## config.mk

```make
export PLATFORM = sky130hd
export DESIGN_NAME = unidad_control_multiciclo
export DESIGN_NICKNAME = d
export VERILOG_FILES = /design/src/rtl/unidad_control_multiciclo.sv
export SDC_FILE = /design/constraint.sdc
export NUM_CORES = 1
export LEC_CHECK = 0
export ABC_CLOCK_PERIOD_IN_PS = 2600
export CAP_MARGIN = 25
export CORE_MARGIN = 5
export CORE_UTILIZATION = 48
export CTS_CLUSTER_DIAMETER = 50
export DETAILED_ROUTE_END_ITERATION = 7
export GPL_TIMING_DRIVEN = 0
export MAX_ROUTING_LAYER = met4
export PLACE_DENSITY = 0.8
export SETUP_SLACK_MARGIN = 0.02
export SYNTH_ARGS = -nofsm -noshare
export SYNTH_HDL_FRONTEND = slang
export SYNTH_SLANG_ARGS = --single-unit
```

## constraint.sdc

```tcl
create_clock -name clk -period 2.6 [get_ports clk]
set_input_delay 0.26 -clock clk [delete_from_list [all_inputs] [get_ports clk]]
set_output_delay 0.26 -clock clk [all_outputs]
set_load 0.005 [all_outputs]
```

## src/rtl/unidad_control_multiciclo.sv

```systemverilog
`default_nettype none
// ============================================================================
// Module      : unidad_control_multiciclo
// Description : Multicycle control sequencer for an RV32I subset datapath
//               (R-type, LW, SW, BEQ). Steps a shared memory port and one ALU
//               through fetch/decode/execute/memory/writeback, stalls on the
//               memory ready handshake and traps on illegal opcodes or on
//               memory accesses that exceed the wait budget.
// Revision    : 1.0 - initial release
// ============================================================================
module unidad_control_multiciclo #(
    parameter int TIMEOUT_CICLOS = 15,
    parameter int W_CNT          = 16
) (
    input  logic             clk,
    input  logic             rst_n,
    input  logic             inicio,
    input  logic [6:0]       opcode,
    input  logic             zero,
    input  logic             mem_listo,
    output logic             ir_escritura,
    output logic             pc_escritura,
    output logic             pc_fuente,
    output logic             i_o_d,
    output logic             mem_lectura,
    output logic             mem_escritura,
    output logic [1:0]       alu_op,
    output logic             alu_fuente,
    output logic             reg_escritura,
    output logic             mem_a_reg,
    output logic [2:0]       estado,
    output logic             error,
    output logic [W_CNT-1:0] instr_retiradas
);

    // The wait counter only needs to reach TIMEOUT_CICLOS-1: at that value a
    // further cycle without mem_listo traps instead of counting.
    localparam int W_ESPERA = (TIMEOUT_CICLOS > 1) ? $clog2(TIMEOUT_CICLOS) : 1;
    localparam logic [W_ESPERA-1:0] ESPERA_MAX = W_ESPERA'(TIMEOUT_CICLOS - 1);

    localparam logic [6:0] OP_R   = 7'b0110011;
    localparam logic [6:0] OP_LW  = 7'b0000011;
    localparam logic [6:0] OP_SW  = 7'b0100011;
    localparam logic [6:0] OP_BEQ = 7'b1100011;

    localparam logic [1:0] ALU_ADD   = 2'b00;
    localparam logic [1:0] ALU_SUB   = 2'b01;
    localparam logic [1:0] ALU_FUNCT = 2'b10;

    typedef enum logic [2:0] {
        ST_INACTIVO  = 3'd0,
        ST_BUSQUEDA  = 3'd1,
        ST_DECODIF   = 3'd2,
        ST_EJECUTA   = 3'd3,
        ST_MEMORIA   = 3'd4,
        ST_ESCRITURA = 3'd5,
        ST_ERROR     = 3'd6
    } estado_t;

    estado_t             estado_q, estado_d;
    logic [W_ESPERA-1:0] espera_q, espera_d;
    logic                primera_q, primera_d;
    logic [W_CNT-1:0]    retiradas_q, retiradas_d;

    logic es_r, es_lw, es_sw, es_beq, es_legal;
    logic espera_agotada;
    logic cancela_busqueda;
    logic retira;

    assign es_r     = (opcode == OP_R);
    assign es_lw    = (opcode == OP_LW);
    assign es_sw    = (opcode == OP_SW);
    assign es_beq   = (opcode == OP_BEQ);
    assign es_legal = es_r | es_lw | es_sw | es_beq;

    // The last permitted wait cycle still lets a same-cycle mem_listo win.
    assign espera_agotada = (espera_q == ESPERA_MAX) && !mem_listo;

    // inicio is only honoured on the first BUSQUEDA cycle; dropping it there
    // abandons the fetch before any memory strobe is raised.
    assign cancela_busqueda = primera_q && !inicio;

    // Next-state selection and retire detection.
    always_comb begin
        estado_d = estado_q;
        retira   = 1'b0;
        case (estado_q)
            ST_INACTIVO: begin
                if (inicio) estado_d = ST_BUSQUEDA;
            end
            ST_BUSQUEDA: begin
                if (cancela_busqueda)    estado_d = ST_INACTIVO;
                else if (mem_listo)      estado_d = ST_DECODIF;
                else if (espera_agotada) estado_d = ST_ERROR;
            end
            ST_DECODIF: begin
                estado_d = es_legal ? ST_EJECUTA : ST_ERROR;
            end
            ST_EJECUTA: begin
                if (es_r) begin
                    estado_d = ST_ESCRITURA;
                end else if (es_lw || es_sw) begin
                    estado_d = ST_MEMORIA;
                end else if (es_beq) begin
                    estado_d = ST_BUSQUEDA;
                    retira   = 1'b1;
                end else begin
                    // opcode changed under the instruction: treat as a trap
                    estado_d = ST_ERROR;
                end
            end
            ST_MEMORIA: begin
                if (mem_listo) begin
                    if (es_lw) begin
                        estado_d = ST_ESCRITURA;
                    end else begin
                        estado_d = ST_BUSQUEDA;
                        retira   = 1'b1;
                    end
                end else if (espera_agotada) begin
                    estado_d = ST_ERROR;
                end
            end
            ST_ESCRITURA: begin
                estado_d = ST_BUSQUEDA;
                retira   = 1'b1;
            end
            ST_ERROR: begin
                estado_d = ST_ERROR;
            end
            default: begin
                estado_d = ST_INACTIVO;
            end
        endcase
    end

    // Wait counter, fetch-entry flag and retire counter next values.
    always_comb begin
        espera_d    = espera_q;
        primera_d   = (estado_d == ST_BUSQUEDA) && (estado_q != ST_BUSQUEDA);
        retiradas_d = retiradas_q;
        if (estado_d != estado_q) begin
            espera_d = '0;
        end else if ((estado_q == ST_BUSQUEDA || estado_q == ST_MEMORIA) && !mem_listo) begin
            espera_d = espera_q + W_ESPERA'(1);
        end
        if (retira) retiradas_d = retiradas_q + W_CNT'(1);
    end

    // All sequencer state, cleared asynchronously.
    always_ff @(posedge clk or negedge rst_n) begin
        if (!rst_n) begin
            estado_q    <= ST_INACTIVO;
            espera_q    <= '0;
            primera_q   <= 1'b0;
            retiradas_q <= '0;
        end else begin
            estado_q    <= estado_d;
            espera_q    <= espera_d;
            primera_q   <= primera_d;
            retiradas_q <= retiradas_d;
        end
    end

    // Datapath controls decoded from the current state, qualified by
    // mem_listo, zero and the opcode class.
    always_comb begin
        ir_escritura  = 1'b0;
        pc_escritura  = 1'b0;
        pc_fuente     = 1'b0;
        i_o_d         = 1'b0;
        mem_lectura   = 1'b0;
        mem_escritura = 1'b0;
        alu_op        = ALU_ADD;
        alu_fuente    = 1'b0;
        reg_escritura = 1'b0;
        mem_a_reg     = 1'b0;
        case (estado_q)
            ST_BUSQUEDA: begin
                if (!cancela_busqueda) begin
                    mem_lectura = 1'b1;
                    if (mem_listo) begin
                        ir_escritura = 1'b1;
                        pc_escritura = 1'b1;
                    end
                end
            end
            ST_EJECUTA: begin
                if (es_r) begin
                    alu_op = ALU_FUNCT;
                end else if (es_lw || es_sw) begin
                    alu_op     = ALU_ADD;
                    alu_fuente = 1'b1;
                end else if (es_beq) begin
                    alu_op       = ALU_SUB;
                    pc_fuente    = 1'b1;
                    pc_escritura = zero;
                end
            end
            ST_MEMORIA: begin
                i_o_d         = 1'b1;
                alu_fuente    = 1'b1;
                mem_lectura   = es_lw;
                mem_escritura = es_sw;
            end
            ST_ESCRITURA: begin
                reg_escritura = 1'b1;
                mem_a_reg     = es_lw;
            end
            default: begin
            end
        endcase
    end

    assign estado          = estado_q;
    assign error           = (estado_q == ST_ERROR);
    assign instr_retiradas = retiradas_q;

endmodule
`default_nettype wire

```

==> results of run 1 <==
-- cells in the mapped netlist, types with 2 or more instances --
library cell,instances
sky130_fd_sc_hd__nand3_1,9
sky130_fd_sc_hd__or3_1,3
sky130_fd_sc_hd__nor4_1,6
sky130_fd_sc_hd__mux2i_1,2
sky130_fd_sc_hd__or2_2,2
sky130_fd_sc_hd__inv_1,7
sky130_fd_sc_hd__a221oi_1,2
sky130_fd_sc_hd__ha_1,3
sky130_fd_sc_hd__nand3b_1,2
sky130_fd_sc_hd__nand2_1,15
sky130_fd_sc_hd__and3_1,2
sky130_fd_sc_hd__nand2b_1,2
sky130_fd_sc_hd__o21ai_0,7
sky130_fd_sc_hd__o21bai_1,3
sky130_fd_sc_hd__nor3_1,6
sky130_fd_sc_hd__a21oi_1,6
sky130_fd_sc_hd__clkbuf_1,2
sky130_fd_sc_hd__nor2b_1,4
sky130_fd_sc_hd__xnor2_1,15
sky130_fd_sc_hd__nand4_1,4
sky130_fd_sc_hd__nor2_1,17
sky130_fd_sc_hd__buf_2,2
sky130_fd_sc_hd__dfrtp_1,24
sky130_fd_sc_hd__xor2_1,5
-- critical path: cells and delay by family (launching register included) --
family / cells / cell delay [ns]
buffers and inverters: 3 / 0.86
and+or+nand+nor: 3 / 0.49
DFF: 1 / 0.37
AOI/OAI and AO/OA: 1 / 0.13
-- cell families after synthesis --
| logic type | count (synthesis) | share of synthesized area [%] |
|---|---|---|
| fa+ha+maj | 3 | 2.36 |
| simple gates | 77 | 25.5 |
| mux | 3 | 1.97 |
| xor+xnor | 20 | 11.0 |
| flops | 24 | 37.8 |
| buf+inv | 14 | 4.26 |
| compound gates | 31 | 17.1 |
-- layer usage --
metal,track usage [%],part of all wire [%],up-vias
li1,-,-,706
met1,22.2,43,710
met2,33.3,49,59
met3,2.50,7.1,2
met4,3.29,0.38,0
met5,-,0,-
-- repair_timing --
| item | in CTS | in global routing |
|---|---|---|
| resized for setup | 1 | 8 |
| pin swaps | 0 | 0 |
| endpoints found under the setup margin | 2 | 7 |
-- power groups by stage --
| stage | Clock [mW] | Combinational (mW) | Sequential [mW] |
|---|---|---|---|
| after global placement | 0 | 0.649 | 0.535 |
| final | 0.264 | 0.685 | 0.536 |
| after global routing | 0.292 | 0.744 | 0.550 |
| after CTS | 0.271 | 0.676 | 0.535 |
| after floorplan | 0 | 0.388 | 0.529 |
| after detailed placement | 0 | 0.667 | 0.539 |
-- final cells by class --
cell class | instances | area, um2 | share of cell area (%)
Clock inverter | 1 | 30.0 | 1.39
Clock buffer | 3 | 22.5 | 1.04
Inverter | 7 | 26.3 | 1.22
Timing Repair Buffer | 43 | 450 | 20.8
Sequential cell | 24 | 601 | 27.8
Multi-Input combinational cell | 134 | 930 | 43.0
Buffer | 7 | 47.5 | 2.20
Tap cell | 44 | 55.1 | 2.55
-- registers in the layout, indices dropped and copies added, names as in the netlist --
register,flops
estado,3
primera_q,1
espera_q,4
instr_retiradas,16
-- how the worst max path moves through the flow --
stage	end	start	cells after the start	slack (ns)
finish	pc_escritura	estado[0]	7	0.18
global placement	instr_retiradas[10]	opcode[6]	6	0.20
CTS	pc_escritura	estado[0]	7	0.03
global route	pc_escritura	estado[0]	7	0.009
detailed placement	instr_retiradas[10]	opcode[6]	6	0.13
floorplan	espera_q[0]	estado[0]	6	0.70
-- metrics by stage --
step	worst slack, ns	hold WS (ns)	util (%)
after CTS	0.0285	0.493	68.3
after global placement	0.203	0.458	66.5
after global routing	0.00946	0.170	69.7
after detailed placement	0.131	0.470	66.5
after floorplan	0.702	-0.0356	-
final	0.178	0.184	69.7
==> summary.log, run 1 <==
qor: sta.rsz0062_at_grt yes
qor: power.p_int 946 uW
qor: final_layout.mostFrequentLayoutCell sky130_fd_sc_hd__clkdlybuf4s50_1
qor: worst_setup_path.path_max_fanout 10
qor: global_routing.gr-total-overflow 0
qor: clock_network.clock_tree_from_tritoncts built
qor: worst_setup_path.r2r_cells 6
qor: sta.max_slew.worst_pin.slew 0.483 ns
qor: sta.final_period_minus_worst_setup_slack 2.42 ns
qor: die.row_count 20
qor: power.power_frac_comb 46.1%
qor: logic_synthesis.synth-edff-count 0
qor: global_routing.pin_count_of_the_biggest_net_entering_global_routing 25
qor: final_layout.final_area 2160 um2
qor: sta.setup_violations 0
qor: final_layout.n_fill_cell 292
qor: worst_setup_path.critPathRequiredTime 2.34 ns
qor: worst_setup_path.critical_path.slowest_cell sky130_fd_sc_hd__clkdlybuf4s50_1
qor: logic_synthesis.synthesis.area_per_instance 9.23 um2
qor: place.place_inst 258
qor: die.die_area 4560 um2
qor: logic_synthesis.yosysUniqueCellTypes 46
qor: die.die-width 67.5 um
qor: sta.finalHoldViolations 0
qor: sta.drv_slew 0
qor: power.power 1.49 mW
qor: clock_network.clock_tree.htree_level_count 1
qor: logic_synthesis.synth_area_leaders sky130_fd_sc_hd__dfrtp_1, sky130_fd_sc_hd__xnor2_1, sky130_fd_sc_hd__nor2_1
qor: sta.final.period_utilization 93.1%
qor: place.placed_area 2060 um2
qor: global_routing.grt_pass1_wl 6.47 mm
qor: job.max_cap_violations 0
qor: detailed_routing.drc_errors 0
qor: worst_setup_path.crit_path_end_kind output port
qor: power.power.share.switching 36.3%
qor: sta.timing.fmax 413 MHz
qor: logic_synthesis.synthesized_netlist_cell_count 172
qor: worst_setup_path.timing_worst_setup_path_type reg -> out
qor: die.core-area 3100 um2
qor: logic_synthesis.yosys_warnings 0
qor: place.numPortBuffers 42
qor: logic_synthesis.synth_seq_area_share 37.8%
qor: worst_hold_path.min_path_type in -> async
qor: clock_network.worst_skew_pair.late_latency 0.31 ns
qor: sta.timing.max_slew.rel_slack 67.7%
qor: logic_synthesis.postSynthNetCount 187
qor: global_routing.grt.total_usage 18.5%
qor: die.start_util 51.2%
qor: die.boundaryPins 43
qor: final_layout.post_route_cells_drive_above_1_share 11.4%
qor: worst_setup_path.reg_to_reg_end espera_q[3]
qor: clock_network.cts_inserted_buffers 3
qor: detailed_routing.residual_antenna_violating_net_count_after_detailed_routing 0
qor: clock_network.clockRootBuffer sky130_fd_sc_hd__clkbuf_4
qor: worst_setup_path.worst_setup_path_start_kind register
qor: power.clockPowerShare 17.8%
qor: worst_setup_path.reg2reg_from estado[0]
qor: final_layout.insertedDiodeCount 0
qor: logic_synthesis.post_synth_instance_area 1590 um2
qor: global_routing.first_global_vias 1,459
qor: detailed_routing.post_drt_via_cell_ratio 5.62
qor: detailed_routing.drt-total-wl 3.96 mm
qor: run_status.status finished clean
qor: place.detailedPlacementHpwl 3.12 mm
qor: clock_network.clock_path_buffers 2
qor: power.total_switching_power 539 uW
qor: clock_network.clkSinkCount 24
qor: clock_network.postCtsSetupBuffers 0
qor: clock_network.cts_hold_repair.buffers 0
qor: detailed_routing.avgRoutedWirePerCell 15.0 um
qor: power.ir_worst_vdd 0.522 mV
qor: sta.timing.setup.tns 0 ns
qor: final_layout.finalNonFillerCells 263
qor: logic_synthesis.postSynthRegisterBits 24
qor: die.die_height 67.5 um
qor: detailed_routing.initial_drt_pass_iterations 6
qor: final_layout.finish.net_count 235
qor: place.place_congestion 0.906
qor: power.power_per_cell_area 687 nW/um2
qor: worst_setup_path.cp_cell_sequence clkbuf_4 -> buf_4 -> nor2b_2 -> nand3_1 -> nor2_2 -> a21o_1 -> clkdlybuf4s50_1
qor: global_routing.number_of_antenna_violations_at_the_first_check_in_global_routing 0
qor: logic_synthesis.synth_top_cell_area_share 37.8%
qor: worst_setup_path.slowest_stage_delay_cp 0.49 ns
qor: power.leakage 0.930 nW
qor: worst_setup_path.worst-endpoint-arrival 2.16 ns
qor: power.power.share.sequential 36.1%
qor: logic_synthesis.postSynth.asyncResetShare 100%
qor: detailed_routing.route.vias.total 1,477
qor: logic_synthesis.synth_flop_cell sky130_fd_sc_hd__dfrtp_1
qor: clock_network.clk_transition_reported_paths 0.14 ns
qor: sta.clock_skew 0.0143 ns
qor: logic_synthesis.netlist.top_cell.by_area sky130_fd_sc_hd__dfrtp_1
qor: final_layout.final_cell_mix sky130_fd_sc_hd__clkdlybuf4s50_1, sky130_fd_sc_hd__dfrtp_1, sky130_fd_sc_hd__nor2_1
qor: final_layout.syn2layout_area_growth 36.2%
qor: worst_setup_path.rrSetupSlack 0.43 ns
qor: detailed_routing.detail_route.iter0.violations 70
Note: power is estimated with default switching activity, not from simulation.
==> inputs of run 2 (changes only) <==
--- a/config.mk
+++ b/config.mk
@@ -5,13 +5,14 @@
 export SDC_FILE = /design/constraint.sdc
 export NUM_CORES = 1
 export LEC_CHECK = 0
-export ABC_CLOCK_PERIOD_IN_PS = 2600
+export ABC_CLOCK_PERIOD_IN_PS = 2400
 export CAP_MARGIN = 25
 export CORE_MARGIN = 5
 export CORE_UTILIZATION = 48
 export CTS_CLUSTER_DIAMETER = 50
 export DETAILED_ROUTE_END_ITERATION = 7
 export GPL_TIMING_DRIVEN = 0
+export HOLD_SLACK_MARGIN = 0.08
 export MAX_ROUTING_LAYER = met4
 export PLACE_DENSITY = 0.8
 export SETUP_SLACK_MARGIN = 0.02
==> constraint.sdc (replaced) <==
create_clock -name clk -period 2.4 [get_ports clk]
set_input_delay 0.24 -clock clk [delete_from_list [all_inputs] [get_ports clk]]
set_output_delay 0.24 -clock clk [all_outputs]
set_load 0.005 [all_outputs]
==> summary.log, run 2 (synthesized netlist as in run 1, its figures left out) <==
qor: global_routing.pin_count_of_the_biggest_net_entering_global_routing 25 [unchanged]
qor: global_routing.first_global_vias 1,479 [was 1,459]
qor: die.die_height 67.5 um [unchanged]
qor: final_layout.finalNonFillerCells 263 [unchanged]
qor: clock_network.worst_skew_pair.late_latency 0.31 ns [about the same]
qor: sta.clock_skew 0.0127 ns [was 0.0143 ns]
qor: detailed_routing.residual_antenna_violating_net_count_after_detailed_routing 0 [unchanged]
qor: worst_setup_path.path_common_cell sky130_fd_sc_hd__buf_6
qor: worst_hold_path.min_path_type in -> async [unchanged]
qor: die.die_area 4560 um2 [unchanged]
qor: final_layout.largest_register_ffs 16 [unchanged]
qor: global_routing.grt_pass1_wl 6.58 mm [was 6.47 mm]
qor: power.ir_worst_vdd 0.575 mV [was 0.522 mV]
qor: worst_setup_path.critical_path.top_delay_family buffers and inverters [unchanged]
qor: detailed_routing.initial_drt_pass_iterations 4 [was 6]
qor: final_layout.finish.net_count 235 [unchanged]
qor: clock_network.clock_tree.htree_level_count 1 [unchanged]
qor: detailed_routing.detail_route.iter0.violations 74 [was 70]
qor: detailed_routing.drt-total-wl 3.98 mm [was 3.96 mm]
qor: sta.rsz0062_at_grt yes [unchanged]
qor: final_layout.post_route_cells_drive_above_1_share 14.2% [was 11.4%]
qor: place.detailedPlacementHpwl 3.12 mm [unchanged]
qor: clock_network.clk_transition_reported_paths 0.14 ns [about the same]
qor: global_routing.number_of_antenna_violations_at_the_first_check_in_global_routing 0 [unchanged]
qor: power.clockPowerShare 17.5% [was 17.8%]
qor: global_routing.top_usage_layer met2 [unchanged]
qor: sta.timing.fmax 442 MHz
qor: worst_setup_path.timing_worst_setup_path_type reg -> out [unchanged]
qor: worst_setup_path.worst_setup_path_start_kind register [unchanged]
qor: clock_network.clock_path_buffers 2 [unchanged]
qor: power.power_per_cell_area 741 nW/um2 [was 687 nW/um2]
qor: worst_setup_path.number_of_buffer_and_inverter_instances_along_the_worst_setup_path 3 [unchanged]
qor: power.power_frac_comb 46.8% [was 46.1%]
qor: place.place_inst 258 [unchanged]
qor: sta.final_period_minus_worst_setup_slack 2.26 ns
qor: worst_setup_path.critPathRequiredTime 2.16 ns [was 2.34 ns]
qor: die.core-area 3100 um2 [unchanged]
qor: detailed_routing.avgRoutedWirePerCell 15.1 um [was 15.0 um]
qor: worst_setup_path.worst-endpoint-arrival 2.02 ns [was 2.16 ns]
qor: power.power 1.64 mW [was 1.49 mW]
qor: clock_network.clockRootBuffer sky130_fd_sc_hd__clkbuf_4 [unchanged]
qor: place.place_congestion 0.906 [unchanged]
qor: final_layout.syn2layout_area_growth 39.5% [was 36.2%]
qor: detailed_routing.route.vias.total 1,493 [was 1,477]
qor: final_layout.final_cell_mix sky130_fd_sc_hd__clkdlybuf4s50_1, sky130_fd_sc_hd__dfrtp_1, sky130_fd_sc_hd__nor2_1 [unchanged]
qor: worst_setup_path.cp_cell_sequence buf_6 -> buf_6 -> nor2b_4 -> nand3_2 -> nor2_4 -> a21o_1 -> clkdlybuf4s50_1 [was clkbuf_4 -> buf_4 -> nor2b_2 -> nand3_1 -> nor2_2 -> a21o_1 -> clkdlybuf4s50_1]
qor: detailed_routing.post_drt_via_cell_ratio 5.68 [was 5.62]
qor: worst_setup_path.crit_path_end_kind output port [unchanged]
qor: sta.max_slew.worst_pin.slew 0.484 ns [was 0.483 ns]
qor: die.row_count 20 [unchanged]
qor: job.max_cap_violations 0 [unchanged]
qor: worst_setup_path.critical_path.slowest_cell sky130_fd_sc_hd__clkdlybuf4s50_1 [unchanged]
qor: sta.timing.max_slew.rel_slack 67.6% [was 67.7%]
qor: clock_network.clkSinkCount 24 [unchanged]
qor: sta.finalHoldViolations 0 [unchanged]
qor: final_layout.insertedDiodeCount 0 [unchanged]
qor: final_layout.mostFrequentLayoutCell sky130_fd_sc_hd__clkdlybuf4s50_1 [unchanged]
qor: die.die-width 67.5 um [unchanged]
qor: power.total_switching_power 600 uW [was 539 uW]
qor: global_routing.gr-usage-met2 34.0% [was 33.3%]
qor: worst_setup_path.reg2reg_from estado[0] [unchanged]
qor: clock_network.postCtsSetupBuffers 0 [unchanged]
qor: clock_network.clock_tree_from_tritoncts built [unchanged]
qor: die.start_util 51.2% [unchanged]
qor: global_routing.gr-usage-met1 22.5% [was 22.2%]
qor: run_status.status finished clean [unchanged]
qor: global_routing.gr-total-overflow 0 [unchanged]
qor: power.p_int 1.04 mW [was 946 uW]
qor: power.leakage 0.941 nW [was 0.930 nW]
qor: sta.final.period_utilization 94.3%
qor: die.boundaryPins 43 [unchanged]
qor: global_routing.grt.met3_usage 2.50% [unchanged]
qor: sta.drv_slew 0 [unchanged]
qor: sta.setup_violations 0 [unchanged]
qor: worst_setup_path.path_max_fanout 10 [unchanged]
qor: worst_setup_path.slowest_stage_delay_cp 0.49 ns [about the same]
qor: worst_setup_path.setup.worst_path.start estado[0] [unchanged]
qor: power.power.share.sequential 35.7% [was 36.1%]
qor: place.numPortBuffers 42 [unchanged]
qor: global_routing.grt.total_usage 18.9% [was 18.5%]
qor: clock_network.cts_inserted_buffers 3 [unchanged]
qor: power.power.share.switching 36.5% [was 36.3%]
qor: detailed_routing.drc_errors 0 [unchanged]
run 2: layer usage:
layer	share of wire, %	vias to the layer above	routed length [um]
li1	-	708	-
met1	43	721	1690
met2	50	58	2000
met3	6.4	6	254
met4	0.65	0	26
met5	0	-	0
run 2: layout make-up:
class | count | area (um2)
repair buffers | 43 | 449
inverters | 7 | 26.3
flip-flops and latches | 24 | 603
well taps | 44 | 55.1
multi-input cells | 134 | 973
plain buffers | 7 | 55.1
clock inverters | 1 | 30.0
clock buffers | 3 | 22.5
fillers | 275 | 888
run 2: power groups by stage:
| stage | clock network (mW) | registers (mW) | logic [mW] |
|---|---|---|---|
| floorplan | 0 | 0.573 | 0.420 |
| global placement | 0 | 0.579 | 0.703 |
| detailed placement | 0 | 0.584 | 0.722 |
| CTS | 0.293 | 0.580 | 0.747 |
| global route | 0.316 | 0.601 | 0.834 |
| finish | 0.287 | 0.586 | 0.769 |
run 2: worst reg2reg max path, stage by stage, from the launching register on:
cell and delay (ns):
sky130_fd_sc_hd__dfrtp_1 0.41, sky130_fd_sc_hd__buf_6 0.14, sky130_fd_sc_hd__or3b_2 0.52, sky130_fd_sc_hd__nor4_1 0.32, sky130_fd_sc_hd__a21oi_1 0.11, sky130_fd_sc_hd__mux2i_1 0.19
sky130_fd_sc_hd__nor4_1 0.32
run 2: path summary, 6_finish.rpt:
path,endpoint,slack [ns],depth (start not counted)
setup / recovery,pc_escritura,0.14,7
setup reg to reg,espera_q[3],0.28,6
hold reg to reg,instr_retiradas[15],0.49,1
hold / removal,espera_q[2],0.16,1
max in group asynchronous,primera_q,1.85,2
min in group clk,instr_retiradas[15],0.49,1
run 2: timing repair:
action                     4_1_cts  5_1_grt
hold buffers                     0        0
cloned                           0        0
setup endpoints to repair        7        7
gates resized for setup          9       12
pin swaps                        1        1
run 2: stage by stage:
stage	hold slack (ns)	util (%)	setup slack, ns	TNS, ns	instance area, um2
after CTS	0.493	69.0	0.0219	0	2140
final	0.163	71.4	0.136	0	2210
after detailed placement	0.470	66.5	-0.0491	-0.0491	2060
after global routing	0.150	71.4	0.00413	0	2210
after global placement	0.458	66.5	0.0227	0	2060
after floorplan	-0.0556	-	0.502	0	1590
